[config.mk]
export PLATFORM = sky130hd
export DESIGN_NAME = univ_shift_reg
export DESIGN_NICKNAME = d
export VERILOG_FILES = /design/src/rtl/univ_shift_reg.sv
export SDC_FILE = /design/constraint.sdc
export NUM_CORES = 1
export LEC_CHECK = 0
export ABC_CLOCK_PERIOD_IN_PS = 1180
export CAP_MARGIN = 20
export CORE_AREA = 2 2 50 43
export CTS_BUF_LIST = sky130_fd_sc_hd__clkbuf_8
export DETAILED_ROUTE_END_ITERATION = 8
export DIE_AREA = 0 0 52 45
export GPL_TIMING_DRIVEN = 0
export HOLD_SLACK_MARGIN = 0.06
export PLACE_DENSITY = 0.71
export SLEW_MARGIN = 20
export SYNTH_ARGS = -nofsm -noshare
export SYNTH_HDL_FRONTEND = slang
export SYNTH_SLANG_ARGS = --single-unit
[constraint.sdc]
create_clock -name clk -period 1.18 [get_ports clk]
set_input_delay 0.118 -clock clk [delete_from_list [all_inputs] [get_ports clk]]
set_output_delay 0.118 -clock clk [all_outputs]
set_load 0.01 [all_outputs]
[src/rtl/univ_shift_reg.sv]
// univ_shift_reg
// ---------------------------------------------------------------------------
// Parametrised universal shift register. Each enabled cycle performs one of
// four operations: hold, shift left, shift right or parallel load. The
// register has serial I/O at both ends, so it can be used for serial capture
// (SIPO), serial transmit (PISO) and bit reversal. A shift counter tracks
// progress through a WIDTH-bit frame and raises a one-cycle frame_done pulse
// once the frame is complete.
//
// Optional feature (compile-time macro): UNIV_SHIFT_ROTATE_EN
//   Defined   : when rot=1, shifts recirculate the bit that leaves the
//               register instead of taking sin_l/sin_r. The counter and
//               frame_done behave exactly as they do for plain shifts.
//   Undefined : the rot port is kept but ignored, and no rotate logic is
//               built.
//
// Parameters
//   WIDTH     register width in bits (2..64)
//   RST_VAL   value loaded into q on reset
//
// Ports
//   clk        rising-edge clock
//   rst        asynchronous active-high reset
//   en         cycle enable; en=0 forces hold
//   mode       00 hold, 01 shift left, 10 shift right, 11 parallel load
//   sin_l      serial input entering q[0] on shift left
//   sin_r      serial input entering q[WIDTH-1] on shift right
//   rot        rotate request (used only with UNIV_SHIFT_ROTATE_EN)
//   load_data  parallel load value
//   q          register contents
//   sout_l     q[WIDTH-1], the bit leaving on shift left
//   sout_r     q[0], the bit leaving on shift right
//   shift_cnt  shifts performed since the last load, reset or wrap
//   frame_done one-cycle pulse while q holds a completed WIDTH-shift frame
// ---------------------------------------------------------------------------
module univ_shift_reg #(
  parameter int               WIDTH   = 8,
  parameter logic [WIDTH-1:0] RST_VAL = {WIDTH{1'b0}}
) (
  input  logic                     clk,
  input  logic                     rst,
  input  logic                     en,
  input  logic [1:0]               mode,
  input  logic                     sin_l,
  input  logic                     sin_r,
  input  logic                     rot,
  input  logic [WIDTH-1:0]         load_data,
  output logic [WIDTH-1:0]         q,
  output logic                     sout_l,
  output logic                     sout_r,
  output logic [$clog2(WIDTH)-1:0] shift_cnt,
  output logic                     frame_done
);

  localparam int CW = $clog2(WIDTH);

  // Compare against WIDTH-1 explicitly, so that widths which are not a power
  // of two still wrap after exactly WIDTH shifts.
  localparam logic [CW-1:0] CNT_LAST = CW'(WIDTH - 1);

  typedef enum logic [1:0] {
    MODE_HOLD  = 2'b00,
    MODE_SHL   = 2'b01,
    MODE_SHR   = 2'b10,
    MODE_LOAD  = 2'b11
  } mode_t;

  mode_t mode_e;
  logic  fill_l;
  logic  fill_r;
  logic  do_shift;

  assign mode_e   = mode_t'(mode);
  assign do_shift = en && ((mode_e == MODE_SHL) || (mode_e == MODE_SHR));

`ifdef UNIV_SHIFT_ROTATE_EN
  // Rotation recirculates the bit that is about to fall off the opposite end.
  always_comb begin
    fill_l = sin_l;
    fill_r = sin_r;
    if (rot) begin
      fill_l = q[WIDTH-1];
      fill_r = q[0];
    end
  end
`else
  logic rot_unused;

  assign fill_l     = sin_l;
  assign fill_r     = sin_r;
  assign rot_unused = rot;
`endif

  // The data register and the frame counter are updated together. A load
  // clears the counter, which abandons any partial frame. frame_done
  // defaults low, so each pulse lasts exactly one cycle, and it is
  // registered so that it lines up with q holding the finished frame.
  always_ff @(posedge clk or posedge rst) begin
    if (rst) begin
      q          <= RST_VAL;
      shift_cnt  <= '0;
      frame_done <= 1'b0;
    end else begin
      frame_done <= 1'b0;
      if (en) begin
        case (mode_e)
          MODE_SHL:  q <= {q[WIDTH-2:0], fill_l};
          MODE_SHR:  q <= {fill_r, q[WIDTH-1:1]};
          MODE_LOAD: begin
            q         <= load_data;
            shift_cnt <= '0;
          end
          default:   q <= q;
        endcase
      end
      if (do_shift) begin
        if (shift_cnt == CNT_LAST) begin
          shift_cnt  <= '0;
          frame_done <= 1'b1;
        end else begin
          shift_cnt <= shift_cnt + CW'(1);
        end
      end
    end
  end

  assign sout_l = q[WIDTH-1];
  assign sout_r = q[0];

endmodule

==> flow_metrics.py, run 1 <==
metrics = {
    "synthesis": {
        "yosysUniqueCellTypes": 15,
        "syn_area_um2": 662,
        "postSynthAreaPerCell_um2": 10.2,
        "synth_warnings": 0,
        "ys_seq_elements": 12,
        "netlist_instances": 65,
        "syn_nets": 86,
        "synth_seq_area_share_pct": 45.4,
    },
    "timing": {
        "relSlewSlack_pct": 69.6,
        "fin_tns_setup_ns": 0,
        "post_route_minimum_period_ns": 1.13,
        "report.final.slew_viol_count": 0,
        "rsz_0062_raised_after_global_routing": "no",
        "worst_tran_pin_value_ns": 0.456,
        "timing.fmax_mhz": 885,
        "timing.final.hold_violations": 0,
        "worst_hold_slack_ns": 0.182,
        "post-route-period-util_pct": 95.8,
        "setup_viol": 0,
        "clock_skew_ns": 0.00746,
    },
    "worst_setup_path": {
        "setup.worst_path.start": "shift_cnt[0]$_DFFE_PP0P_",
        "worst_path_max_delay_cell": "sky130_fd_sc_hd__dfrtp_1",
        "crit_end": "shift_cnt[2]$_DFFE_PP0P_",
        "total_number_of_cells_along_the_worst_setup_path": 3,
        "crit_path_max_fanout": 3,
        "r2r_slack_ns": 0.05,
        "critPathMaxStageDelay_ns": 0.40,
        "ordered_cell_list_for_the_critical_path": "ha_2, ha_4, a32o_1",
        "timing.rr.start": "shift_cnt[0]$_DFFE_PP0P_",
        "critical_path.n_buffers_inverters": 0,
        "worstPathArrival_ns": 1.26,
        "crit_path_start_kind": "flip-flop",
        "element_type_at_the_critical_path_end": "flip-flop",
        "crit_required_ns": 1.31,
        "cp_class": "flip-flop to flip-flop",
        "reg2regPathDepth": 3,
        "regToRegEndpoint": "shift_cnt[2]$_DFFE_PP0P_",
        "critical-path-top-delay-family": "flip-flops",
    },
    "power": {
        "pwr_density_cell_nw_per_um2": 1500,
        "power.leakage_nw": 0.520,
        "irDropWorstVdd_mv": 0.933,
        "total_power_w": 0.00158,
    },
    "route": {
        "detailroute.via_count": 615,
        "wl_per_cell_um": 13.5,
        "route.final.wire_length_um": 1680,
        "first_pass_drt_iterations": 4,
        "detail_route.iter0.violations": 7,
        "viasPerCell": 4.96,
        "ant_nets": 0,
        "drc_errors": 0,
    },
    "layout": {
        "layout-drive-gt1-share_pct": 19.0,
        "antenna-diode-count": 0,
        "finish.net_count": 122,
        "syn2layout_area_growth_pct": 59.9,
    },
    "status": {
        "run_status": "completed",
    },
    "placed_design": {
        "gp_congestion": 0.722,
        "detailedPlacementHpwl_um": 1220,
        "numPortBuffers": 28,
    },
    "cts": {
        "path_clk_slew_ns": 0.06,
        "cts-htree-levels": 1,
        "holdBufCountCts": 0,
        "cts.sinks": 12,
        "clock_tree_from_tritoncts": "built",
        "clock-root-buffer": "sky130_fd_sc_hd__clkbuf_8",
        "cts_buffer_count": 3,
        "insertion_delay_ns": 0.25,
        "cts.path.max_buffers": 2,
    },
    "floorplan": {
        "die-area_um2": 2340,
        "fp.dieH_um": 45,
        "num_rows": 14,
        "pin_count": 30,
        "starting_utilization_of_the_core_area_pct": 36.7,
        "floorplan.die.width_um": 52,
        "core_area_um2": 1800,
    },
    "grt": {
        "grtUsageTotal_pct": 16.7,
        "first_global_vias": 623,
        "grt_overflow_total": 0,
        "grt_first_pass_wirelength_um": 2760,
        "grt_start_max_net_pins": 13,
        "antenna_found_initial": 0,
    },
    "job": {
        "max_cap_viol_count": 0,
    },
    "min_path": {
        "hold_path_class": "input pin to asynchronous set/reset pin",
    },
}
## cells in the final DEF (no fill, tap or decap), types with 2 or more instances in the layout
cell                              Yosys  routed
sky130_fd_sc_hd__buf_4                2       7
sky130_fd_sc_hd__a21oi_1              8       7
sky130_fd_sc_hd__buf_6                2       2
sky130_fd_sc_hd__dfrtp_1             12      12
sky130_fd_sc_hd__dlygate4sd2_1        0      14
sky130_fd_sc_hd__inv_1                3       3
sky130_fd_sc_hd__a22o_1               8       8
sky130_fd_sc_hd__clkdlybuf4s50_1      0      12
sky130_fd_sc_hd__ha_1                 5       3
sky130_fd_sc_hd__o21ai_1              9       9
sky130_fd_sc_hd__a32o_1               3       3
sky130_fd_sc_hd__clkbuf_8             0       4
sky130_fd_sc_hd__nand2_1              8       8
## worst register-to-register path, delay by kind of cell, from the launching register on
family,cells,cell delay (ns)
adder cells (fa/ha/maj),2,0.40
AO/OA/AOI/OAI,1,0.21
flip-flops,1,0.40
## cells in the mapped netlist
master	n	share of area [%]
sky130_fd_sc_hd__dfrtp_1	12	45
sky130_fd_sc_hd__o21ai_1	9	6.8
sky130_fd_sc_hd__a21oi_1	8	6.0
sky130_fd_sc_hd__a22o_1	8	11
sky130_fd_sc_hd__nand2_1	8	4.5
sky130_fd_sc_hd__ha_1	5	9.5
sky130_fd_sc_hd__a32o_1	3	4.5
sky130_fd_sc_hd__inv_1	3	1.7
sky130_fd_sc_hd__buf_4	2	2.3
sky130_fd_sc_hd__buf_6	2	3.4
sky130_fd_sc_hd__and3_1	1	0.95
sky130_fd_sc_hd__buf_2	1	0.76
sky130_fd_sc_hd__nand2b_2	1	1.3
sky130_fd_sc_hd__nor2_1	1	0.57
sky130_fd_sc_hd__nor2_4	1	1.7
## cell families (layout without fill, tap and decap cells)
group | count (synthesis) | in the layout | share of synthesized area (%)
AO/OA/AOI/OAI | 28 | 28 | 28.0
adder cells (fa/ha/maj) | 5 | 5 | 9.45
buffers and inverters | 8 | 43 | 8.13
flip-flops | 12 | 12 | 45.4
AND/OR/NAND/NOR | 12 | 12 | 9.07
## state kept, by name, indices dropped and copies added, names as in the netlist
signal / cells
q: 8
shift_cnt: 3
frame_done: 1
## report_power, final
group	switching, W	leakage, nW	internal (W)
Clock	0.000159	0.0288	0.000295
Combinational	0.000236	0.336	0.000304
Sequential	0.0000884	0.155	0.000502
Total	0.000483	0.520	0.00110
## area by class of cell
| class | instances | area (um2) |
|---|---|---|
| fillers | 168 | 746 |
| multi-input cells | 45 | 334 |
| flip-flops and latches | 12 | 300 |
| repair buffers | 31 | 283 |
| clock buffers | 4 | 55.1 |
| plain buffers | 5 | 45.0 |
| well taps | 24 | 30.0 |
| inverters | 3 | 11.3 |
## timing repair
| action | 4_1_cts | 5_1_grt |
|---|---|---|
| setup endpoints to repair | 25 | 3 |
| pin swaps | 2 | 3 |
| setup buffers | 2 | 1 |
| gates resized for setup | 21 | 2 |
| gates cloned | 0 | 0 |
## routing by layer
metal	vias up	global-route usage [%]	wire length [um]
li1	303	-	-
met1	291	18.3	700
met2	17	29.4	862
met3	4	5.63	89
met4	0	7.89	23
met5	-	0	0
## worst min-delay path by stage
| stage | slack (ns) | to | startpoint |
|---|---|---|---|
| after detailed placement | 0.46 | q[0]$_DFFE_PP0P_ | rst |
| after floorplan | -0.02 | frame_done$_DFF_PP0_ | rst |
| after global routing | 0.24 | q[7]$_DFFE_PP0P_ | rst |
| after global placement | 0.46 | q[1]$_DFFE_PP0P_ | rst |
| final | 0.18 | q[7]$_DFFE_PP0P_ | rst |
| after CTS | 0.20 | q[1]$_DFFE_PP0P_ | rst |
## through the flow
stage	instance area [um2]	utilization [%]	worst slack [ns]	cells
CTS	1050	58.0	-0.0156	123
floorplan	664	-	0.00148	65
global route	1060	58.7	0.0137	124
detailed placement	975	54.0	-0.392	117
global placement	975	54.0	-0.361	117
finish	1060	58.7	0.0501	124
(Power assumes the default switching activity.)
==> inputs of run 2 (changes only) <==
--- a/config.mk
+++ b/config.mk
@@ -7,10 +7,11 @@
 export LEC_CHECK = 0
 export ABC_CLOCK_PERIOD_IN_PS = 1180
 export CAP_MARGIN = 20
-export CORE_AREA = 2 2 50 43
+export CORE_AREA = 5 5 53 46
 export CTS_BUF_LIST = sky130_fd_sc_hd__clkbuf_8
+export CTS_CLUSTER_DIAMETER = 100
 export DETAILED_ROUTE_END_ITERATION = 8
-export DIE_AREA = 0 0 52 45
+export DIE_AREA = 0 0 58 51
 export GPL_TIMING_DRIVEN = 0
 export HOLD_SLACK_MARGIN = 0.06
 export PLACE_DENSITY = 0.71
==> run 2 against run 1 <==
  * Combinational power is 1% lower
  * First-iteration DRC count grew to 2.9 times the previous value
  * Maximum frequency is 2.3% lower
  * Register-to-register slack worse by 0.03 ns
  * Critical path depth stayed put
  * Non-clock buffer count stayed put
  * Die area is 26% higher
  * Clock skew hardly changed
  * Via count is 3.9% higher
  * Critical path type unchanged
  * Largest cell class unchanged
  * Largest power group unchanged
  * Highest routed layer unchanged
==> flow_metrics.py, run 2 (synthesis gave the netlist of run 1 again) <==
metrics = {
    "worst_setup_path": {
        "crit_path_max_fanout": 3,
        "element_type_at_the_critical_path_end": "flip-flop",
        "worstPathArrival_ns": 1.29,
        "cp_class": "flip-flop to flip-flop",
        "crit_required_ns": 1.31,
        "crit_path_start_kind": "flip-flop",
    },
    "timing": {
        "worst_tran_pin_value_ns": 0.461,
        "post_route_minimum_period_ns": 1.16,
        "report.final.slew_viol_count": 0,
        "fin_tns_setup_ns": 0,
        "relSlewSlack_pct": 69.3,
        "post-route-period-util_pct": 98.0,
        "timing.final.hold_violations": 0,
        "timing.fmax_mhz": 865,
        "clock_skew_ns": 0.00707,
        "setup_viol": 0,
        "rsz_0062_raised_after_global_routing": "yes",
    },
    "route": {
        "first_pass_drt_iterations": 4,
        "ant_nets": 0,
        "route.final.wire_length_um": 1620,
        "detail_route.iter0.violations": 20,
        "wl_per_cell_um": 13.2,
        "detailroute.via_count": 639,
        "viasPerCell": 5.20,
        "drc_errors": 0,
    },
    "floorplan": {
        "die-area_um2": 2960,
        "fp.dieH_um": 51,
        "starting_utilization_of_the_core_area_pct": 36.3,
        "num_rows": 14,
        "core_area_um2": 1820,
        "floorplan.die.width_um": 58,
        "pin_count": 30,
    },
    "layout": {
        "layout_common_cells": "sky130_fd_sc_hd__dlygate4sd2_1 (15), sky130_fd_sc_hd__dfrtp_1 (12), sky130_fd_sc_hd__clkdlybuf4s50_1 (12)",
        "largest_register_ffs": 8,
        "finish.net_count": 122,
        "final.fill_count": 185,
        "layout-drive-gt1-share_pct": 19.2,
        "sequential_cell_area_um2": 300,
        "reg_top3": "q: 8 flops, shift_cnt: 3 flops, frame_done: 1 flops",
        "antenna-diode-count": 0,
        "syn2layout_area_growth_pct": 59.0,
        "post-route-cell-area_um2": 1050,
        "instances_no_fill": 123,
        "multiInputGateArea_um2": 337,
        "largest_register": "q",
        "final_common_cell": "sky130_fd_sc_hd__dlygate4sd2_1",
        "layout_utilization_pct": 57.8,
    },
    "placed_design": {
        "placed_area_um2": 975,
        "gp_congestion": 0.753,
        "numPortBuffers": 28,
        "dpl.cell_count": 117,
        "detailedPlacementHpwl_um": 1170,
    },
    "grt": {
        "first_global_vias": 604,
        "antenna_found_initial": 0,
        "grt_start_max_net_pins": 13,
        "grt_overflow_total": 0,
        "grt_first_pass_wirelength_um": 2640,
        "grtUsageTotal_pct": 12.0,
    },
    "min_path": {
        "hold_path_class": "input pin to asynchronous set/reset pin",
    },
    "cts": {
        "cts-htree-levels": 1,
        "holdBufCountCts": 0,
        "insertion_delay_ns": 0.24,
        "cts_buffer_count": 3,
        "cts.sinks": 12,
        "cts.path.max_buffers": 2,
        "path_clk_slew_ns": 0.05,
        "clock_tree_from_tritoncts": "built",
        "clock-root-buffer": "sky130_fd_sc_hd__clkbuf_8",
    },
    "job": {
        "max_cap_viol_count": 0,
    },
    "power": {
        "pwr_density_cell_nw_per_um2": 1430,
        "irDropWorstVdd_mv": 0.710,
        "power.leakage_nw": 0.510,
        "total_power_w": 0.00150,
    },
    "status": {
        "run_status": "completed",
    },
}
[run 2: what timing repair did]
| action | in CTS | in global routing |
|---|---|---|
| pin swaps | 2 | 2 |
| buffers inserted | 2 | 1 |
| setup endpoints to repair | 25 | 3 |
| gates resized for setup | 23 | 2 |
| cloned | 1 | 0 |
[run 2: area by class of cell]
type	count	area share, %
multi-input cells	45	32.0
flip-flops and latches	12	28.5
repair buffers	32	28.1
clock buffers	3	3.92
plain buffers	4	3.57
well taps	24	2.85
inverters	3	1.07
[run 2: per-layer routing]
layer	global-route usage, %	routed length, um
met1	13.4	685
met2	19.9	793
met3	3.78	96
met4	6.95	42
met5	0	0
[run 2: per-stage QoR]
stage	setup WS, ns	hold WS [ns]
after CTS	0.0126	0.195
after detailed placement	-0.374	0.464
final	0.0233	0.180
after global routing	-0.00897	0.272
after global placement	-0.344	0.456
after floorplan	0.00148	-0.0173
[run 2: worst paths after layout]
kind                                           from  slack [ns]                       end  depth (start not counted)
max                        shift_cnt[0]$_DFFE_PP0P_        0.02  shift_cnt[2]$_DFFE_PP0P_                          3
min in group clk                              sin_l        0.51          q[0]$_DFFE_PP0P_                          3
min reg2reg                shift_cnt[1]$_DFFE_PP0P_        0.52  shift_cnt[1]$_DFFE_PP0P_                          1
max in group asynchronous                       rst        0.68          q[7]$_DFFE_PP0P_                          2
max reg2reg                shift_cnt[0]$_DFFE_PP0P_        0.02  shift_cnt[2]$_DFFE_PP0P_                          3
min                                             rst        0.18  shift_cnt[2]$_DFFE_PP0P_                          2
[run 2: report_power, final]
part           switching, W  internal (W)
Combinational      0.000230      0.000304
Clock              0.000149      0.000225
Sequential        0.0000903      0.000503
Total              0.000470       0.00103
[run 2: worst max-delay path, cell delays in order, from the launching register on]
cell and delay [ns]:
sky130_fd_sc_hd__dfrtp_1 0.40, sky130_fd_sc_hd__ha_2 0.21, sky130_fd_sc_hd__ha_4 0.20, sky130_fd_sc_hd__a32o_1 0.24
